<file path="config.mk">
export PLATFORM = sky130hd
export DESIGN_NAME = cim_xbar_dot
export DESIGN_NICKNAME = d
export VERILOG_FILES = /design/src/rtl/cim_xbar_dot.sv
export SDC_FILE = /design/constraint.sdc
export NUM_CORES = 2
export LEC_CHECK = 0
export ABC_AREA = 1
export CAP_MARGIN = 10
export CORE_AREA = 2 2 449 451
export DETAILED_ROUTE_END_ITERATION = 8
export DIE_AREA = 0 0 451 453
export SYNTH_ARGS = -nofsm -noshare
export SYNTH_HDL_FRONTEND = slang
export SYNTH_SLANG_ARGS = --single-unit
</file>
<file path="constraint.sdc">
create_clock -name vclk -period 520.4
set_input_delay 156.12 -clock vclk [all_inputs]
set_output_delay 156.12 -clock vclk [all_outputs]
set_load 0.02 [all_outputs]
</file>
<file path="src/rtl/cim_xbar_dot.sv">
// Combinational dot product of a binary input vector against one weight column.
// CIM_XBAR_SIGNED_EN selects two's-complement weights.
module cim_xbar_dot #(
  parameter int DATA_SIZE = 8,
  parameter int XBAR_SIZE = 128,
  parameter int DOT_W     = DATA_SIZE + $clog2(XBAR_SIZE)
) (
  input  logic [XBAR_SIZE-1:0]                in_vec,
  input  logic [XBAR_SIZE-1:0][DATA_SIZE-1:0] col,
  output logic [DOT_W-1:0]                    dot
);

  logic [DOT_W-1:0] sum;
  logic [DOT_W-1:0] wgt_ext;

  always_comb begin
    // NOTE: blocking assignments here build a combinational adder chain;
    // every variable gets a value before the loop so no latch is inferred.
    sum     = '0;
    wgt_ext = '0;
    for (int r = 0; r < XBAR_SIZE; r++) begin
`ifdef CIM_XBAR_SIGNED_EN
      wgt_ext = {{(DOT_W-DATA_SIZE){col[r][DATA_SIZE-1]}}, col[r]};
`else
      wgt_ext = DOT_W'(col[r]);
`endif
      if (in_vec[r]) sum = sum + wgt_ext;
    end
    dot = sum;
  end

endmodule

</file>
==> results.toml <==
[clocking]
postCtsSetupBuffers = 0
ctsResizeCount = 0
holdBufCountCts = 0

[detailed_routing]
drc_errors = 0
drtPass1Iterations = 8
vias = 82500
wl_per_cell_um = 13.8
antenna_left = 0
viasPerCell = 4.72
wl_mm = 241
drt-initial-drc-count = 3349

[grt]
antenna_found_initial = 153
grt_max_degree = 19
grt_usage_pct = 22.6
gr-total-overflow = 0
grt_first_pass_wirelength_mm = 382
grt_pass1_vias = 77000

[logic_synthesis]
synthTopCellsByArea = "ha_1 17%, nand2_1 14%, inv_1 13%"
syn_area_um2 = 76300
syn_nets = 16000
synth_cell_type_count = 55
synth_top_cell_by_area = "ha_1"
postSynthCellCount = 13700
yosysWarnings = 0
seq_area_frac_synth_pct = 0
avgSynthCellArea_um2 = 5.55
netlist.area_leader.share_pct = 16.7

[cells_and_area]
drive_gt1_share_pct = 10.4
layout_common_cells = "2910 x nand2_1, 2617 x inv_1, 1619 x nor2_1"
fillers = 21800
final_common_cell = "nand2_1"
syn2layout_area_growth_pct = 18.5
finalInstanceArea_um2 = 90400
nClkBuffers = 0
seq_cells = 0
regArea_um2 = 0
final_nets = 17000

[placement]
place_hpwl_mm = 222
gp_congestion = 0.890
io_buffers = 1167
placed_cell_area_um2 = 90200

[setup_path]
cp_max_fo = 9
cp_common_cell = "ha_1"
path_class = "in -> out"
path_buf_inv = 98
end_kind = "output port"
critPathLaunch = "in_vec[0]"
path_depth = 584
cp_data_required_time_ns = 364.28
cp-start-kind = "primary input"
slowest_stage = "o21ai_0"
worst_path_largest_cell_delay_ns = 0.67
crit_arrival_ns = 255.73
crit_family = "adder cells"

[floorplan]
die_h_um = 453
die_x_um = 451
boundaryPins = 1167
die-area_um2 = 204000
fp-row-count = 164
initial_core_util_pct = 38.3
core_area_um2 = 199000

[run_status]
status = "completed"

[sta]
fmax_ghz = 0.00243
tightest_slew_ns = 0.928
min_period_ns = 411.85
setup_violations = 0
drv_slew = 0
slew_headroom_pct = 37.9
final.period_utilization_pct = 79.1
rsz0062_at_grt = "false"
setup_tns_ns = 0
final_hold_viol_count = 0

[hold_path]
min_from = "in_vec[127]"
holdPathStages = 4
hp-class = "in -> out"

[flow_run]
max_cap_viol_count = 0
## cells by family (layout without fill, tap and decap cells)
kind of cell / count (synthesis) / count (layout) / synth area share (%)
AO/OA/AOI/OAI: 1823 / 1823 / 13.0
other: 0 / 67 / 0
adder cells (fa/ha/maj): 1147 / 1147 / 20.1
XOR/XNOR: 349 / 349 / 4.01
buffers and inverters: 2834 / 3847 / 14.6
AND/OR/NAND/NOR: 7574 / 7574 / 48.3
## final timing paths
kind / endpoint / slack (ns)
max: dot[13] / 108.55
min: dot[6] / 313.53
## final cells by class
type	count	area [um2]	share of cell area (%)
multi-input combinational	10900	65100	72.0
inverter	2680	10100	11.2
timing repair buffer	1167	11700	12.9
antenna	67	168	0.186
tap	2656	3320	3.68
## stage by stage
stage / std cells / util [%] / hold WS, ns / worst slack, ns
after CTS: 17400 / 45.3 / 313.54 / 108.11
after floorplan: 13700 / - / 312.52 / 121.05
final: 17500 / 45.4 / 313.53 / 108.55
after global routing: 17500 / 45.3 / 313.57 / 97.43
after global placement: 17400 / 45.3 / 313.54 / 110.11
after detailed placement: 17400 / 45.3 / 313.53 / 108.38
## cell usage after synthesis, types with 30 or more instances
cell type  count
o31ai_1      135
fa_1         127
nand3_2      476
buf_4         30
a21oi_1      639
nand2_1     2910
nand3_1     1325
or2_2         71
nand2_2      765
and2_1       123
nor2_2        67
xor2_1       290
inv_1       2617
xnor2_1       59
clkinv_1      36
a31oi_1       53
nand2_4       59
nand3b_1      85
o21ai_1      132
ha_1        1020
buf_1         41
nor2_1      1619
o21bai_1      72
o21ai_0      750
## layer usage
layer	global-route usage, %	up-vias	share of wire [%]
li1	-	45800	-
met1	26.9	35200	44
met2	42.2	1129	50
met3	2.10	320	3.2
met4	7.00	68	3.1
met5	0	-	0.18
Power is not shown: default switching activity piles up to over one toggle a cycle in this logic, so the estimate is an artifact.
